==> src/rtl/button_conditioner.sv <==
// -----------------------------------------------------------------------------
// button_conditioner
//
// Input stage for the stopwatch: brings the raw, bouncing pause (btnS) and
// reset (btnR) pushbuttons into the clk domain, debounces each one with its
// own counter-based state machine, and turns the results into the control
// signals the counting/display logic consumes.
//
// Ports:
//   clk          system clock, all state changes on the rising edge
//   RESET_n      asynchronous active-low reset
//   btnS         raw pause button (active high, asynchronous to clk)
//   btnR         raw reset button (active high, asynchronous to clk)
//   paused       level, 1 = counting halted; toggles per accepted btnS press,
//                forced to 0 by an accepted btnR press
//   pause_pulse  one-cycle strobe per accepted btnS press
//   clear_pulse  one-cycle strobe per accepted btnR press
//   clear_hold   level, 1 while btnR is debounced-held
// -----------------------------------------------------------------------------
module button_conditioner #(
  parameter int SYNC_STAGES = 2,
  parameter int DB_CYCLES   = 1000000,
  parameter int CNT_W       = 20
) (
  input  logic clk,
  input  logic RESET_n,
  input  logic btnS,
  input  logic btnR,
  output logic paused,
  output logic pause_pulse,
  output logic clear_pulse,
  output logic clear_hold
);

  typedef enum logic [1:0] {
    IDLE      = 2'd0,
    ARMING    = 2'd1,
    HELD      = 2'd2,
    RELEASING = 2'd3
  } db_state_t;

  localparam logic [CNT_W-1:0] LOAD_VAL = CNT_W'(DB_CYCLES - 1);
  localparam logic [CNT_W-1:0] CNT_ONE  = CNT_W'(1);

  // Index 0 = btnS (pause), index 1 = btnR (clear).
  logic [1:0] btn_raw;
  logic [1:0] press_now;    // combinational: press accepted on this edge
  logic [1:0] press_pulse;  // registered one-cycle strobes
  logic       paused_reg;
  logic       clear_hold_reg;

  assign btn_raw = {btnR, btnS};

  genvar gi;
  generate
    for (gi = 0; gi < 2; gi++) begin : g_btn
      logic [SYNC_STAGES-1:0] sync_reg;
      logic                   s_sync;
      db_state_t              state_reg;
      db_state_t              state_next;
      logic [CNT_W-1:0]       cnt_reg;
      logic [CNT_W-1:0]       cnt_next;
      logic                   strobe_reg;
      logic                   press_hit;

      // Synchronizer chain; the FSM only ever looks at the last stage.
      always_ff @(posedge clk or negedge RESET_n) begin
        if (!RESET_n) begin
          sync_reg <= '0;
        end else begin
          sync_reg <= {sync_reg[SYNC_STAGES-2:0], btn_raw[gi]};
        end
      end

      assign s_sync = sync_reg[SYNC_STAGES-1];

      // State register.
      always_ff @(posedge clk or negedge RESET_n) begin
        if (!RESET_n) begin
          state_reg  <= IDLE;
          cnt_reg    <= '0;
          strobe_reg <= 1'b0;
        end else begin
          state_reg  <= state_next;
          cnt_reg    <= cnt_next;
          strobe_reg <= press_hit;
        end
      end

      // Next-state logic. The counter is only decremented while nonzero, so
      // it can never wrap.
      always_comb begin
        state_next = state_reg;
        cnt_next   = cnt_reg;
        case (state_reg)
          IDLE: begin
            if (s_sync) begin
              state_next = ARMING;
              cnt_next   = LOAD_VAL;
            end
          end
          ARMING: begin
            if (!s_sync) begin
              state_next = IDLE;
            end else if (cnt_reg == '0) begin
              state_next = HELD;
            end else begin
              cnt_next = cnt_reg - CNT_ONE;
            end
          end
          HELD: begin
            if (!s_sync) begin
              state_next = RELEASING;
              cnt_next   = LOAD_VAL;
            end
          end
          RELEASING: begin
            if (s_sync) begin
              state_next = HELD;
            end else if (cnt_reg == '0) begin
              state_next = IDLE;
            end else begin
              cnt_next = cnt_reg - CNT_ONE;
            end
          end
          default: begin
            state_next = IDLE;
          end
        endcase
      end

      // Output logic: a press is accepted only on the ARMING->HELD edge, so a
      // button held indefinitely yields a single strobe.
      always_comb begin
        press_hit = (state_reg == ARMING) && s_sync && (cnt_reg == '0);
      end

      assign press_now[gi]   = press_hit;
      assign press_pulse[gi] = strobe_reg;

      // Only the clear button exports a hold level. It is registered from
      // state_next so it rises together with clear_pulse and falls on the
      // RELEASING->IDLE edge.
      if (gi == 1) begin : g_hold
        always_ff @(posedge clk or negedge RESET_n) begin
          if (!RESET_n) begin
            clear_hold_reg <= 1'b0;
          end else begin
            clear_hold_reg <= (state_next == HELD) || (state_next == RELEASING);
          end
        end
      end
    end
  endgenerate

  // Clear dominates a same-edge pause press; the pause strobe itself is
  // still emitted.
  always_ff @(posedge clk or negedge RESET_n) begin
    if (!RESET_n) begin
      paused_reg <= 1'b0;
    end else if (press_now[1]) begin
      paused_reg <= 1'b0;
    end else if (press_now[0]) begin
      paused_reg <= ~paused_reg;
    end
  end

  assign paused      = paused_reg;
  assign pause_pulse = press_pulse[0];
  assign clear_pulse = press_pulse[1];
  assign clear_hold  = clear_hold_reg;

endmodule

==> config.mk <==
export PLATFORM = sky130hd
export DESIGN_NAME = button_conditioner
export DESIGN_NICKNAME = d
export VERILOG_FILES = /design/src/rtl/button_conditioner.sv
export SDC_FILE = /design/constraint.sdc
export NUM_CORES = 1
export LEC_CHECK = 0
export CORE_ASPECT_RATIO = 2
export CORE_MARGIN = 2
export CORE_UTILIZATION = 40
export CTS_CLUSTER_SIZE = 40
export DETAILED_ROUTE_END_ITERATION = 6
export GPL_TIMING_DRIVEN = 1
export MAX_ROUTING_LAYER = met4
export SLEW_MARGIN = 20
export SYNTH_ARGS = -nofsm -noshare
export SYNTH_HDL_FRONTEND = slang
export SYNTH_SLANG_ARGS = --single-unit
export TNS_END_PERCENT = 30
==> constraint.sdc <==
create_clock -name clk -period 2.31 [get_ports clk]
set_input_delay 0.3465 -clock clk [delete_from_list [all_inputs] [get_ports clk]]
set_output_delay 0.3465 -clock clk [all_outputs]
set_load 0.02 [all_outputs]
# After elaboration in Yosys (flattened, before gate mapping)

Index checks and enable logic that the tools add are counted.

Bits in registers: 52
Bits in latches: 0
Memory bits (writable): 0
ROM bits: 0
Input port bits: 4
Memories kept: 0

$add $sub $neg: 2
Multipliers: 0
Divide/modulo/power cells: 0
Magnitude comparators: 0
Eq/ne operators: 18
Shift-type cells: 0
Muxes and demuxes: 28
Bitwise operators: 1
Reductions and logical operators: 13

Operators with widths:

| cell                                               | count |
|---|---|
| two-way mux 20 bit                                 | 10 |
| one-hot mux 20 bit (4 select lines)                | 2 |
| logical NOT 20 bit                                 | 2 |
| subtractor 20 x 1 -> 20 bit, second input constant | 2 |
| two-way mux 2 bit                                  | 12 |
| inequality test 2 bit, second input constant       | 8 |
| one-hot mux 2 bit (4 select lines)                 | 2 |
| == test 2 bit, second input constant               | 6 |
| AND reduction 4 bit                                | 3 |
| inequality test 3 bit, second input constant       | 2 |
| == test 2 x 1 -> 1 bit, second input constant      | 2 |
| logical AND 1 bit                                  | 4 |
| logical NOT 2 bit                                  | 2 |
| two-way mux 1 bit                                  | 2 |
| nonzero test 2 bit                                 | 1 |
| logical OR 1 bit                                   | 1 |
| inverter 1 bit                                     | 1 |

# Longest topological paths before layout

Gate-level depths: netlist (run 1).

Word-level depth: 6
Depth in mapped cells: 9
Depth with buffers taken out: 8

# Worst setup path after synthesis (run 1)

OpenSTA, ideal clock, no wires.

Path kind: reg2reg
Start: register g_btn[1].cnt_reg[0]
End: register clear_hold_reg (netlist: clear_hold)
Arrival: 2.112 ns
Required time: 2.185 ns
Setup slack: 0.073 ns
Stages on the path, launching flop included: 8
Path buffers: 1
Clock period less this slack: 2.237 ns
Path through: dfrtp_1 inv_1 ha_1 or3b_2 or3_1 clkbuf_1 nor2_1 mux2_2

Word-level cells in the longest chain between the ends: 6
Elaborated cells between the ends (all ways): 9

Ends and longest elaborated chain:

| element                                     | RTL line | RTL |
|---|---|---|
| start: declaration                          | 61       | `logic [CNT_W-1:0] cnt_reg;` |
| start signal: assignment                    | 85       | `cnt_reg <= cnt_next;` |
| logical NOT 20 bit (*)                      | 105, 120 |  |
| two-way mux 2 bit, on equally long branches | 120, 105 |  |
| two-way mux 2 bit, on equally long branches | 118, 103 |  |
| one-hot mux 2 bit (4 select lines) (*)      | 95       | `case (state_reg)` |
| == test 2 bit                               | 149      | `clear_hold_reg <= (state_next == HELD) \|\| (state_next == RELEASING);` |
| logical OR 1 bit (*)                        | 149      |  |
| end signal: assignment                      | 149      |  |
| end: declaration                            | 50       | `logic clear_hold_reg;` |

Mark *: on every way between the ends. The rest lies on a longest branch, timed or not.
A chain may end at the register's enable or synchronous reset.

# Worst setup path after layout (run 1)

Start: register g_btn[0].cnt_reg[10]
End: register g_btn[0].cnt_reg[19]

Word-level cells in the longest chain between the ends: 4
Elaborated cells between the ends (all ways): 6

Ends and longest elaborated chain:

| element                                                           | RTL line |
|---|---|
| start: declaration                                                | 61 |
| start signal: assignment                                          | 85 |
| subtractor 20 x 1 -> 20 bit or logical NOT 20 bit (tied branches) | - |
| two-way mux 20 bit (*)                                            | 105, 120 |
| two-way mux 20 bit, on equally long branches                      | 118, 103 |
| one-hot mux 20 bit (4 select lines) (*)                           | 95 |

Mark *: on every way between the ends. The rest lies on a longest branch, timed or not. The select of a mux whose other input is x is not followed.

==> results.md, run 1 <==
- Status: complete, no violations
- Initial drt markers: 219
- Drt first pass iters: 4
- Antenna Nets Post-Route: 0
- Area post-placement: 0.003102 mm^2
- Die area: 0.007667 mm^2
- RSZ-0062 raised after global routing: true
- Static leakage: 0.001324 uW
- Crit path capture type: flip-flop
- Post-Synthesis Cells: 287
- Clock-pin slew on the worst setup and hold paths: 60 ps
- Synthesis Warnings: 0
- Gr usage total: 0.1719
- Clock Sinks: 52
- Layout area overhead: 18.47%
- Row count: 43
- Worst Clk Skew: 6.298 ps
- #FFs+latches synth: 52
- Largest net degree at the start of global routing: 53
- Avg Inst Size Synth: 9.678 um^2
- Non-Filler Instances: 409
- Total Wirelength: 5.755 mm
- Worst Path Required: 2480 ps
- Clock root buffer: clkbuf_16
- Reg2reg setup slack: 70 ps
- Final Hold Vio Count: 0
- Synth unique cells: 57
- Total global routing overflow: 0
- Sequential area share after synthesis: 0.4685
- WS Path Type: reg -> reg
- Asr flop ratio synth: 1.000
- Clk_lat worst skew: 290 ps
- Core area: 0.006833 mm^2
- Final nets: 325
- Largest register FFs: 40
- DR vias/cell: 5.509
- Placed cells: 401
- Power per Cell Area: 632.8 mW/mm^2
- Mapped cell area: 0.002778 mm^2
- Pwr Total: 2082 uW
- Worst EP arrival: 2410 ps
- Clock tree buffer depth: 2
- Postcts setup bufs: 0
- CTS tree: built
- Min Tclk post-route: 2240 ps
- Max-cap violation count: 0
- Slew @ Worst Pin: 645.4 ps
- Layout cells sized above 1: 0.1912
- Net Count, Synth: 294
- Final critical-path setup slack: 69.82 ps
- Average wire per standard cell: 14.07 um
- Port-buffer cells: 7
- Initial antenna violation count: 0
- Element type at the critical path start: flip-flop
- Place WS: -6.407 ps
- IO Pins: 8
- Commonest non-fill, non-tap cell in the layout: dfrtp_1
- CP max FO: 6
- Worst slew margin: 0.5698
- Routability cong.: 0.8419
- Initial Util: 0.4065
- DP HPWL: 4.099 mm
- Final period utilization: 0.9698
- Final slew viol count: 0
- Worst hold path type: in -> async
- Die Ht: 121.9 um
- Num CTS Buffers: 5
- Main flop type after synthesis: dfrtp_1
- ANT cells: 0
- Vias: 2253
- H-tree depth: 2
- DR DRC count: 0
- Max Fclk: 446.4 MHz
- Worst ir drop on vdd: 0.5122 mV
- Most frequent cells in the layout: dfrtp_1 (52), nor2_1 (34), buf_4 (27)
- Setup-failing EPs final: 0
- EDFF count, synth: 0
- Final instance area: 0.003291 mm^2
- Die W: 62.93 um
- First-pass GRT wire length: 10.35 mm
- Vias in the first global route: 2289
[worst paths after layout]
path | start | endpoint | cells past startpoint
worst max-delay path | g_btn[0].cnt_reg[10] | g_btn[0].cnt_reg[19] | 6
worst min-delay path | RESET_n | g_btn[0].cnt_reg[13] | 2
worst max register to register | g_btn[0].cnt_reg[10] | g_btn[0].cnt_reg[19] | 6
worst min register to register | g_btn[0].sync_reg[0] | g_btn[0].sync_reg[1] | 0
max in group asynchronous | RESET_n | g_btn[1].cnt_reg[2] | 2
min in group clk | g_btn[0].sync_reg[0] | g_btn[0].sync_reg[1] | 0
[per-stage QoR]
step           TNS [ps]    util  hold slack [ps]
3_3_place_gp          0  0.4539            335.3
4_1_cts          -26.15  0.4779            196.2
5_1_grt               0  0.4816            238.5
3_5_place_dp     -6.407  0.4539            337.1
2_1_floorplan         0       -            50.91
6_report              0  0.4816            152.4
[cell type report]
cell class	instances	area, um^2
fill	677	3542
clock inverter	2	35.03
inverter	8	30.03
timing repair buffer	34	267.8
multi-input combinational	217	1415
clock buffer	6	128.9
tap	90	112.6
sequential	52	1301
[cells in the mapped netlist, drive strengths merged (2+ instances only)]
| cell | count | share of area |
|---|---|---|
| xnor2 | 8 | 0.025 |
| nand4 | 5 | 0.014 |
| or2 | 4 | 0.0090 |
| nand3 | 12 | 0.022 |
| a22o | 4 | 0.013 |
| mux2 | 3 | 0.012 |
| nand2b | 3 | 0.0068 |
| nor4b | 3 | 0.012 |
| dfrtp | 52 | 0.47 |
| nand2 | 24 | 0.032 |
| nand4b | 2 | 0.0063 |
| o31ai | 5 | 0.014 |
| ha | 3 | 0.014 |
| or4 | 8 | 0.023 |
| mux2i | 3 | 0.011 |
| nor4 | 7 | 0.021 |
| nor3b | 2 | 0.0054 |
| or3 | 7 | 0.017 |
| a31oi | 3 | 0.0068 |
| nor2 | 35 | 0.047 |
| nand4bb | 2 | 0.014 |
| buf | 3 | 0.011 |
| o21ai | 17 | 0.035 |
| and3 | 2 | 0.0050 |
| o311ai | 4 | 0.013 |
| inv | 8 | 0.011 |
| xor2 | 7 | 0.022 |
| a21oi | 14 | 0.025 |
| o41ai | 2 | 0.0063 |
| clkbuf | 7 | 0.0095 |
| nor3 | 12 | 0.022 |
| o211ai | 2 | 0.0054 |
[timing repair]
item / in CTS / in global routing
gates resized for setup: 0 / 6
endpoints found under the setup margin: 2 / 21
hold buffers: 0 / 0
[power breakdown]
part / switching (uW) / leakage, uW / internal (uW)
combinational: 129 / 0.000638 / 101
sequential: 64.2 / 0.000605 / 968
clock: 311 / 0.0000808 / 510
total: 504 / 0.00132 / 1580
[cell families after synthesis]
kind of cell	Yosys count	share of synthesized area
multiplexers	6	0.02297
AO/OA/AOI/OAI	58	0.1410
AND/OR/NAND/NOR	135	0.2757
XOR/XNOR	15	0.04730
buffers and inverters	18	0.03108
adder cells (fa/ha/maj)	3	0.01351
flip-flops	52	0.4685
[layer usage]
| layer | wire length [um] | global-route usage | vias to the layer above |
|---|---|---|---|
| met3 | 171 | 0.02955 | 9 |
| met5 | 0 | - | - |
| li1 | - | - | 1112 |
| met2 | 2748 | 0.2633 | 46 |
| met1 | 2740 | 0.2312 | 1086 |
| met4 | 95 | 0.05833 | 0 |
[critical path: stages, from the launching register on]
cell and delay, ps:
dfrtp_1 370, or3_2 550, nand4b_1 300, nor4b_1 470, buf_4 200, nand4_2 90, o221a_1 140
(Power assumes the default switching activity.)
==> run 2: changes to the inputs <==
- CTS_CLUSTER_DIAMETER: default -> 200
==> results of run 2 <==
No change in the layout: final DEF, timing and power equal those of run 1.
==> run 3: changes to the inputs <==
--- a/constraint.sdc
+++ b/constraint.sdc
@@ -3,2 +3,2 @@
 set_output_delay 0.3465 -clock clk [all_outputs]
-set_load 0.02 [all_outputs]
+set_load 0.005 [all_outputs]
==> results of run 3 <==
No change in the layout: final DEF, timing and power equal those of run 1.
